File: config.mk
export PLATFORM = sky130hd
export DESIGN_NAME = leg_pc_sequencer
export DESIGN_NICKNAME = d
export VERILOG_FILES = /design/src/rtl/leg_seq_pkg.sv /design/src/rtl/leg_cond_eval.sv /design/src/rtl/leg_pc_sequencer.sv
export SDC_FILE = /design/constraint.sdc
export NUM_CORES = 1
export LEC_CHECK = 0
export CORE_MARGIN = 1
export CORE_UTILIZATION = 30
export CTS_CLUSTER_SIZE = 24
export DETAILED_ROUTE_END_ITERATION = 6
export HOLD_SLACK_MARGIN = 0.08
export PLACE_DENSITY = 0.63
export SYNTH_ARGS = -nofsm -noshare
export SYNTH_HDL_FRONTEND = slang
export SYNTH_SLANG_ARGS = --single-unit
File: constraint.sdc
create_clock -name clk -period 3.13 [get_ports clk]
set_input_delay 0.626 -clock clk [delete_from_list [all_inputs] [get_ports clk]]
set_output_delay 0.626 -clock clk [all_outputs]
set_load 0.05 [all_outputs]
File: src/rtl/leg_seq_pkg.sv
// Shared types and constants for the LEG program-counter sequencer.
// Opcode class, condition-code and fault-code encodings live here so decode and ALU agree.
package leg_seq_pkg;

  typedef enum logic [1:0] {
    StIdle,
    StRun,
    StFault
  } seq_state_e;

  // Opcode class is carried in opcode[5:3]
  localparam logic [2:0] CLS_BRANCH = 3'b100;
  localparam logic [2:0] CLS_CALL   = 3'b101;
  localparam logic [2:0] CLS_RET    = 3'b110;

  localparam logic [2:0] COND_EQ = 3'd0;
  localparam logic [2:0] COND_NE = 3'd1;
  localparam logic [2:0] COND_LT = 3'd2;
  localparam logic [2:0] COND_LE = 3'd3;
  localparam logic [2:0] COND_GT = 3'd4;
  localparam logic [2:0] COND_GE = 3'd5;

  localparam logic [1:0] FAULT_NONE      = 2'd0;
  localparam logic [1:0] FAULT_OVERFLOW  = 2'd1;
  localparam logic [1:0] FAULT_UNDERFLOW = 2'd2;

endpackage

File: src/rtl/leg_cond_eval.sv
// Unsigned 8-bit branch-condition evaluator; shared with the ALU flag path.
// Codes 6 and 7 are reserved and always evaluate false.
module leg_cond_eval
  import leg_seq_pkg::*;
(
  input  logic [2:0] cond,
  input  logic [7:0] arg1,
  input  logic [7:0] arg2,
  output logic       result
);

  always_comb begin
    result = 1'b0;
    case (cond)
      COND_EQ: result = (arg1 == arg2);
      COND_NE: result = (arg1 != arg2);
      COND_LT: result = (arg1 <  arg2);
      COND_LE: result = (arg1 <= arg2);
      COND_GT: result = (arg1 >  arg2);
      COND_GE: result = (arg1 >= arg2);
      default: result = 1'b0;
    endcase
  end

endmodule

File: src/rtl/leg_pc_sequencer.sv
// LEG program-counter sequencer: owns the PC, a return-address stack and the
// IDLE/RUN/FAULT control FSM; drives the fetch address every cycle.
module leg_pc_sequencer
  import leg_seq_pkg::*;
#(
  parameter int unsigned ADDR_W      = 8,
  parameter int unsigned STACK_DEPTH = 8,
  parameter int unsigned INSTR_BYTES = 4
) (
  input  logic                         clk,
  input  logic                         rst,
  input  logic                         start,
  input  logic                         stall,
  input  logic                         instr_valid,
  input  logic [7:0]                   opcode,
  input  logic [7:0]                   arg1,
  input  logic [7:0]                   arg2,
  input  logic [ADDR_W-1:0]            target,
  input  logic                         fault_clr,
  output logic [ADDR_W-1:0]            pc,
  output logic                         pc_valid,
  output logic                         taken,
  output logic [$clog2(STACK_DEPTH):0] sp,
  output logic                         fault,
  output logic [1:0]                   fault_code
);

  localparam int unsigned IdxW = $clog2(STACK_DEPTH);
  localparam int unsigned SpW  = IdxW + 1;

  seq_state_e        state_q, state_d;
  logic [ADDR_W-1:0] pc_q, pc_d;
  logic [SpW-1:0]    sp_q, sp_d;
  logic              taken_q, taken_d;
  logic [1:0]        fault_code_q, fault_code_d;

  logic [ADDR_W-1:0] stack_q [STACK_DEPTH];

  logic [ADDR_W-1:0] pc_seq;
  logic [2:0]        op_cls;
  logic              cond_true;
  logic              push_en;
  logic [SpW-1:0]    sp_dec;
  logic [IdxW-1:0]   push_idx;
  logic [IdxW-1:0]   pop_idx;
  logic              stack_full;
  logic              stack_empty;
  logic              unused_opcode;

  assign unused_opcode = ^opcode[7:6];

  assign pc_seq      = pc_q + ADDR_W'(INSTR_BYTES);
  assign op_cls      = opcode[5:3];
  assign sp_dec      = sp_q - SpW'(1);
  assign push_idx    = sp_q[IdxW-1:0];
  assign pop_idx     = sp_dec[IdxW-1:0];
  assign stack_full  = (sp_q == SpW'(STACK_DEPTH));
  assign stack_empty = (sp_q == '0);

  leg_cond_eval u_cond_eval (
    .cond   (opcode[2:0]),
    .arg1   (arg1),
    .arg2   (arg2),
    .result (cond_true)
  );

  always_comb begin
    state_d      = state_q;
    pc_d         = pc_q;
    sp_d         = sp_q;
    taken_d      = taken_q;
    fault_code_d = fault_code_q;
    push_en      = 1'b0;

    // stall freezes everything, FSM transitions included
    if (!stall) begin
      unique case (state_q)
        StIdle: begin
          if (start) state_d = StRun;
        end
        StRun: begin
          if (instr_valid) begin
            case (op_cls)
              CLS_BRANCH: begin
                pc_d    = cond_true ? target : pc_seq;
                taken_d = cond_true;
              end
              CLS_CALL: begin
                if (!stack_full) begin
                  push_en = 1'b1;
                  sp_d    = sp_q + SpW'(1);
                  pc_d    = target;
                  taken_d = 1'b1;
                end else begin
                  taken_d      = 1'b0;
                  fault_code_d = FAULT_OVERFLOW;
                  state_d      = StFault;
                end
              end
              CLS_RET: begin
                if (!stack_empty) begin
                  pc_d    = stack_q[pop_idx];
                  sp_d    = sp_dec;
                  taken_d = 1'b1;
                end else begin
                  taken_d      = 1'b0;
                  fault_code_d = FAULT_UNDERFLOW;
                  state_d      = StFault;
                end
              end
              default: begin
                pc_d    = pc_seq;
                taken_d = 1'b0;
              end
            endcase
          end else begin
            taken_d = 1'b0;
          end
        end
        StFault: begin
          if (fault_clr) begin
            fault_code_d = FAULT_NONE;
            state_d      = StRun;
          end
        end
        default: state_d = StIdle;
      endcase
    end
  end

  always_ff @(posedge clk or negedge rst) begin
    if (!rst) begin
      state_q      <= StIdle;
      pc_q         <= '0;
      sp_q         <= '0;
      taken_q      <= 1'b0;
      fault_code_q <= FAULT_NONE;
    end else begin
      state_q      <= state_d;
      pc_q         <= pc_d;
      sp_q         <= sp_d;
      taken_q      <= taken_d;
      fault_code_q <= fault_code_d;
    end
  end

  // Entries need no reset: a pop is only possible once sp>0 after a push
  always_ff @(posedge clk) begin
    if (push_en) stack_q[push_idx] <= pc_seq;
  end

  assign pc         = pc_q;
  assign pc_valid   = (state_q == StRun);
  assign taken      = taken_q;
  assign sp         = sp_q;
  assign fault      = (state_q == StFault);
  assign fault_code = fault_code_q;

endmodule

After elaboration in Yosys (flattened, before gate mapping):

Memory sizes are Yosys's and may differ from the RTL's.
Index checks and enable logic that the tools add are counted.

* logic and storage cells: 75
* memories: 1
* flip-flop bits (word level): 17
* input bits: 38
* output and inout bits: 17
* bits in writable memories: 64

Memories
* stack_q: depth 8, bits a word 8, read ports 1, clocked after Yosys merged registers in 0, wr ports 1, line leg_pc_sequencer.sv:37 `logic [ADDR_W-1:0] stack_q [STACK_DEPTH];`

* equal/unequal tests: 21
* bitwise gates (word level): 1
* reductions and logical operators: 10
* add/sub/neg operators: 3
* multiplexer cells: 30
* magnitude comparators: 4

Operator list (count)
* 8-bit 2-to-1 mux: 3
* 8-bit case mux with 3 select lines: 1
* 2-bit 2-to-1 mux: 8
* 3-bit == test (second input constant): 5
* 7-bit AND reduction: 2
* 2-bit case mux with 2 select lines: 3
* 2-bit != test (second input constant): 5
* 1-bit 2-to-1 mux: 9
* 8-bit by 3-bit adder with 8-bit output (second input constant): 1
* 8-bit == test: 1
* 8-bit greater-or-equal comparator: 1
* 8-bit > comparator: 1
* 8-bit <= comparator: 1
* 8-bit less-than comparator: 1
* 4-bit 2-to-1 mux: 2
* 8-bit != test: 1
* 4-bit case mux with 2 select lines: 1
* 3-bit by 2-bit == test with 1-bit output (second input constant): 2
* 3-bit != test (second input constant): 2
* 1-bit case mux with 6 select lines: 1
* 2-bit case mux with 3 select lines: 1
* 6-bit AND reduction: 1
* 5-bit AND reduction: 1
* 4-bit by 1-bit adder with 4-bit output (second input constant): 1
* 13 further kinds: 14

Depth between registers and ports, before layout:

* depth in word-level cells: 8
* gate-level depth with buffers: 11

By module:

A second synthesis with hierarchy kept.

* cell total of the unflattened synthesis: 279
* area total of the unflattened synthesis: 4030.1 sq um

By module, submodules not included
* leg_pc_sequencer: instances 1, area each 3762.4 sq um, cells each 245
* leg_cond_eval: instances 1, area each 267.8 sq um, cells each 34

Least setup slack after synthesis:

Ideal clock, no wire load.

* path kind: register to register
* start point: register sp_q[0], in the netlist sp[0]
* end point: register pc_q[0], in the netlist pc[0]
* stages on the path, launching flop included: 11
* path slack: -186 ps
* data required time: 3002 ps
* arrival time: 3188 ps
* path through: dfrtp_1 buf_2 buf_2 inv_1 ha_1 clkbuf_1 clkbuf_1 mux4_2 mux2i_1 o22ai_1 mux2_1

* longest elaborated chain between the ends: 4
* elaborated cells between the ends (all ways): 9
* classes of those cells: 1 x add/sub; 3 x eq/ne; 2 x mux; 2 x reduce/logical; 1 x memory

RTL lines
* from (decl): line leg_pc_sequencer.sv:33 `logic [SpW-1:0] sp_q, sp_d;`
* from (signal assigned): line leg_pc_sequencer.sv:141 `sp_q <= sp_d;`
* 4-bit by 1-bit subtractor with 4-bit output: line leg_pc_sequencer.sv:54 `assign sp_dec = sp_q - SpW'(1);`
* memory 8 x 8 bit
* 8-bit 2-to-1 mux: line leg_pc_sequencer.sv:101 `if (!stack_empty) begin`
* 8-bit case mux with 3 select lines: line leg_pc_sequencer.sv:83 `case (op_cls)`
* to (signal assigned): line leg_pc_sequencer.sv:140 `pc_q <= pc_d;`
* to (decl): line leg_pc_sequencer.sv:32 `logic [ADDR_W-1:0] pc_q, pc_d;`

Parallel ways exist; a longest one is shown, timed or not. The select of a mux whose other input is x is not followed.
A chain may end at the register's enable or synchronous reset.

Final worst setup path:

* start point: input port arg2[7]
* end point: register pc_q[1], in the netlist pc[1]

* longest elaborated chain between the ends: 4
* elaborated cells between the ends (all ways): 9
* classes of those cells: 4 x order compare; 2 x eq/ne; 3 x mux

RTL lines
* from (decl): line leg_pc_sequencer.sv:17 `input logic [7:0] arg2,`
* 8-bit greater-or-equal comparator, or another cell as far along: line leg_cond_eval.sv:20 `COND_GE: result = (arg1 >= arg2);`
* 1-bit case mux with 6 select lines (*): line leg_cond_eval.sv:14 `case (cond)`
* 8-bit 2-to-1 mux (*): line leg_pc_sequencer.sv:85 `pc_d = cond_true ? target : pc_seq;`
* 8-bit case mux with 3 select lines (*): line leg_pc_sequencer.sv:83

Mark *: on every way between the ends. The rest lies on a longest branch, timed or not.

==> impl_results.md <==
- Result of the run: finished, final reports clean
- Kind of end point of the critical path: register
- Clock tree root driver cell: sky130_fd_sc_hd__clkbuf_16
- Top cells by area, synth: sky130_fd_sc_hd__edfxtp_1 48%, sky130_fd_sc_hd__dfrtp_1 11%, sky130_fd_sc_hd__mux4_2 9.1%
- Shortest period the worst path allows: 2900 ps
- Largest area contributor in the netlist: sky130_fd_sc_hd__edfxtp_1
- Global-route usage over all layers: ~15%
- Total of buffers placed on input and output ports: 52
- Number of distinct library cells after synthesis: 53
- Cell with the biggest individual delay on the critical path: sky130_fd_sc_hd__clkdlybuf4s50_1
- Critical path type: input pin to register
- Worst rel slew slack: a little over two fifths
- Share of layout cells above drive strength 1: 21.0%
- Routed length per placed instance: around 17 µm
- Highest attainable clock frequency: 344 MHz
- Initial cell density of the core: between 30% and 40%
- Worst stage delay on the critical path: 460 ps
- Largest net degree at the start of global routing: 22
- Number of antenna violations at the first check in global routing: 0
- Crit path required time: ~3300 ps
- ANT nets after route: 0
- Flop and latch count out of synthesis: 81
- Setup ws final: 226 ps
- Leak Pwr: approximately 1.9 nW
- Hold-fix buffers at CTS: 0
- Post-CTS Resized: 0
- Final-layout fill cell count: between 1000 and 1500
- Compound-gate portion of the synthesized area: approximately a tenth
- # placed instances: around 520
- Total design power: between 4 and 5 mW
- Final HPWL DP: around 6500 µm
- Post-CTS Setup Repair Bufs: 0
- Final Hold Vio Count: 0
- Area overhead of the layout relative to synthesis: 30.1%
- Count of warnings emitted by yosys: 0
- PwrDens: around 860 mW/mm²
- Most Frequent Cell on Critical Path: sky130_fd_sc_hd__buf_4
- Fin crit share: 92.8%
- Share of synthesized area spent on multiplexers: between 10 and 15%
- Minimum setup slack after placement: -123 ps
- CP cell instances: clkdlybuf4s50_1, inv_1, ha_1, nand4_2, buf_4, nor4b_2, a2111oi_2, o31a_2, o31ai_1, buf_4, o22ai_1, mux2_1
- Net count, final: 409
- Number of buffers between clock root and the deepest sink: 2
- Number of enable flip-flop cells after synthesis: between 60 and 70
- Placer congestion estimate: 0.847
- Post-Route Skew: between 10 and 15 ps
- H-tree lvl count: 3
- Total DRC errors in the routed layout: 0
- Syn nets: 332
- Cell family contributing the most delay on the critical path: buffers and inverters
- Sequential area share after synthesis: 59.2%
- Total number of vias: 2676
- Post-detailed-routing wire length: approximately 9200 µm
- Clock transition at the register clock pins on the worst setup and hold paths after CTS: approximately 70 ps
- Synthesized area per cell: between 10 and 15 µm²
- Final Instance Count excl. Fillers: 534
- Full die area: around 0.014 mm²
- Dominant synthesized flop cell: sky130_fd_sc_hd__edfxtp_1
- Num ports: 55
- Count of buffering cells on the critical path with inverters included: 4
- Height of the chip: 117 µm
- GR Overflow Total: 0
- Clock tree sinks: 81
- Adder-cell share of the synthesized area: approximately 4.4%
- Number of buffers inserted during clock tree synthesis: 9
- WHS: just over 500 ps
- Via density per instance: between 5 and 6
- Total of endpoints with negative setup slack in the final report: 0
- Class of the worst hold path: register to register
- Total standard cell area after synthesis: 0.00396 mm²
- Area fraction of the dominant cell type after synthesis: roughly half
- TritonCTS clock tree: built
- Vias in the first global route: ~2700
- Clock latency on the worst-skew pair: 340 ps
- Iteration count of the initial detailed-routing pass: 4
- Cells after Synth: 280
- Initial detailed-routing violation count: around 220
- N_diodes: 0
- Post-Synth XOR/XNOR Area: 1.96%
- Critical Path Fanout Max: 5
- Wire length of the first global-routing pass: between 10000 and 15000 µm
- Share of flip-flops with an asynchronous set or reset: a little over a fifth
- Unrepaired setup endpoints after global routing: no
- Maximum VDD drop: 0.000392 V
- Share of synthesized cell area in and, or, nand and nor gates: 8.49%
- Kind of launch point of the worst setup path: input pin
- Core outline area: around 0.013 mm²
- Fin. max-slew vios: 0
- Total placed instance area: ~0.0048 mm²
- Standard-cell rows: 41
- MaxCap Viol Count: 0
- Floorplan die width: between 100 and 150 µm
- Data arrival time of the worst path: between 3000 and 4000 ps
- Summed area of non-filler cells in the final layout: slightly above 0.005 mm²
- Slew at the pin closest to its max-slew limit: around 850 ps
- Combinational family with the most area after synthesis: multiplexers
==> layout by cell type (no fill, tap or decap), types with 3 or more instances in the layout <==
| cell type | instances |
|---|---|
| sky130_fd_sc_hd__inv_1 | 22 |
| sky130_fd_sc_hd__o21ai_0 | 8 |
| sky130_fd_sc_hd__edfxtp_1 | 64 |
| sky130_fd_sc_hd__ha_1 | 14 |
| sky130_fd_sc_hd__or2_2 | 4 |
| sky130_fd_sc_hd__o211ai_1 | 4 |
| sky130_fd_sc_hd__mux2_2 | 5 |
| sky130_fd_sc_hd__dfrtp_1 | 16 |
| sky130_fd_sc_hd__nor2b_1 | 4 |
| sky130_fd_sc_hd__nand2_1 | 12 |
| sky130_fd_sc_hd__nor3_1 | 4 |
| sky130_fd_sc_hd__a31oi_1 | 7 |
| sky130_fd_sc_hd__nor2_1 | 15 |
| sky130_fd_sc_hd__mux2i_1 | 4 |
| sky130_fd_sc_hd__nand3_1 | 6 |
| sky130_fd_sc_hd__buf_4 | 26 |
| sky130_fd_sc_hd__xnor2_1 | 6 |
| sky130_fd_sc_hd__clkdlybuf4s50_1 | 52 |
| sky130_fd_sc_hd__mux4_2 | 16 |
| sky130_fd_sc_hd__clkbuf_16 | 9 |
| sky130_fd_sc_hd__o22ai_1 | 4 |
| sky130_fd_sc_hd__nand3b_1 | 3 |
| sky130_fd_sc_hd__a21oi_1 | 8 |
==> registers in the layout (all words and copies together) (netlist names) <==
register,count
fault_code,2
state_q,2
sp,4
pc,8
taken,1
stack_q,64
==> through the flow <==
stage / utilization, % / TNS, ps
after floorplan: - / 0
after global placement: 37.9 / -229
after detailed placement: 37.9 / -419
after CTS: 40.4 / 0
after global routing: 40.4 / 0
final: 40.4 / 0
==> worst min-delay path: cells and delay by family (launching register included) <==
family | cells | cell delay (ps)
flops | 1 | 350
compound gates | 2 | 130
==> where the power goes <==
| group | total (mW) | internal, mW | switching [mW] |
|---|---|---|---|
| clock | 1.13 | 0.703 | 0.422 |
| sequential | 1.59 | 1.45 | 0.143 |
| combinational | 1.71 | 0.696 | 1.02 |
==> Yosys cell counts (all sizes together) (3+ instances only) <==
cell type,number
or2,5
nand2,12
mux2,7
nor3,4
mux4,16
mux2i,4
a31oi,7
o41ai,3
nand3,6
nand3b,3
nor2b,4
clkbuf,5
dfrtp,17
inv,22
ha,14
a21oi,8
xnor2,6
edfxtp,64
o21ai,9
o22ai,4
buf,7
nor2,16
o211ai,4
==> per-layer routing <==
metal  GRT usage (%)  vias to the layer above  wire length (µm)
met2            24.0                       78              4610
met3            2.83                       10               513
met5               0                        -                 0
met4            5.49                        0               114
met1            19.3                     1349              4000
li1                -                     1239                 -
==> cell families after synthesis <==
logic type,count (synthesis)
simple gates,62
buf+inv,34
fa+ha+maj,14
xor+xnor,8
flops,81
mux,27
compound gates,54
==> final cells by class <==
class | count | area, µm² | area share [%]
sequential | 81 | 2350 | 45.5
clock buffer | 10 | 229 | 4.44
clock inverter | 6 | 90.1 | 1.75
tap | 172 | 215 | 4.17
multi-input combinational | 165 | 1480 | 28.6
timing repair buffer | 78 | 716 | 13.9
inverter | 22 | 82.6 | 1.60
==> worst paths after layout <==
check / start / to / slack, ps / cells past startpoint
worst max-delay path: arg2[7] / pc[1]$_DFFE_PN0P_ / 230 / 12
worst min-delay path: taken$_DFFE_PN0P_ / taken$_DFFE_PN0P_ / 510 / 2
worst max register to register: sp[1]$_DFFE_PN0P_ / pc[3]$_DFFE_PN0P_ / 410 / 6
worst min register to register: taken$_DFFE_PN0P_ / taken$_DFFE_PN0P_ / 510 / 2
max in group asynchronous: rst / sp[0]$_DFFE_PN0P_ / 1780 / 1
min in group asynchronous: rst / sp[3]$_DFFE_PN0P_ / 770 / 1
Note: power is estimated with default switching activity, not from simulation.
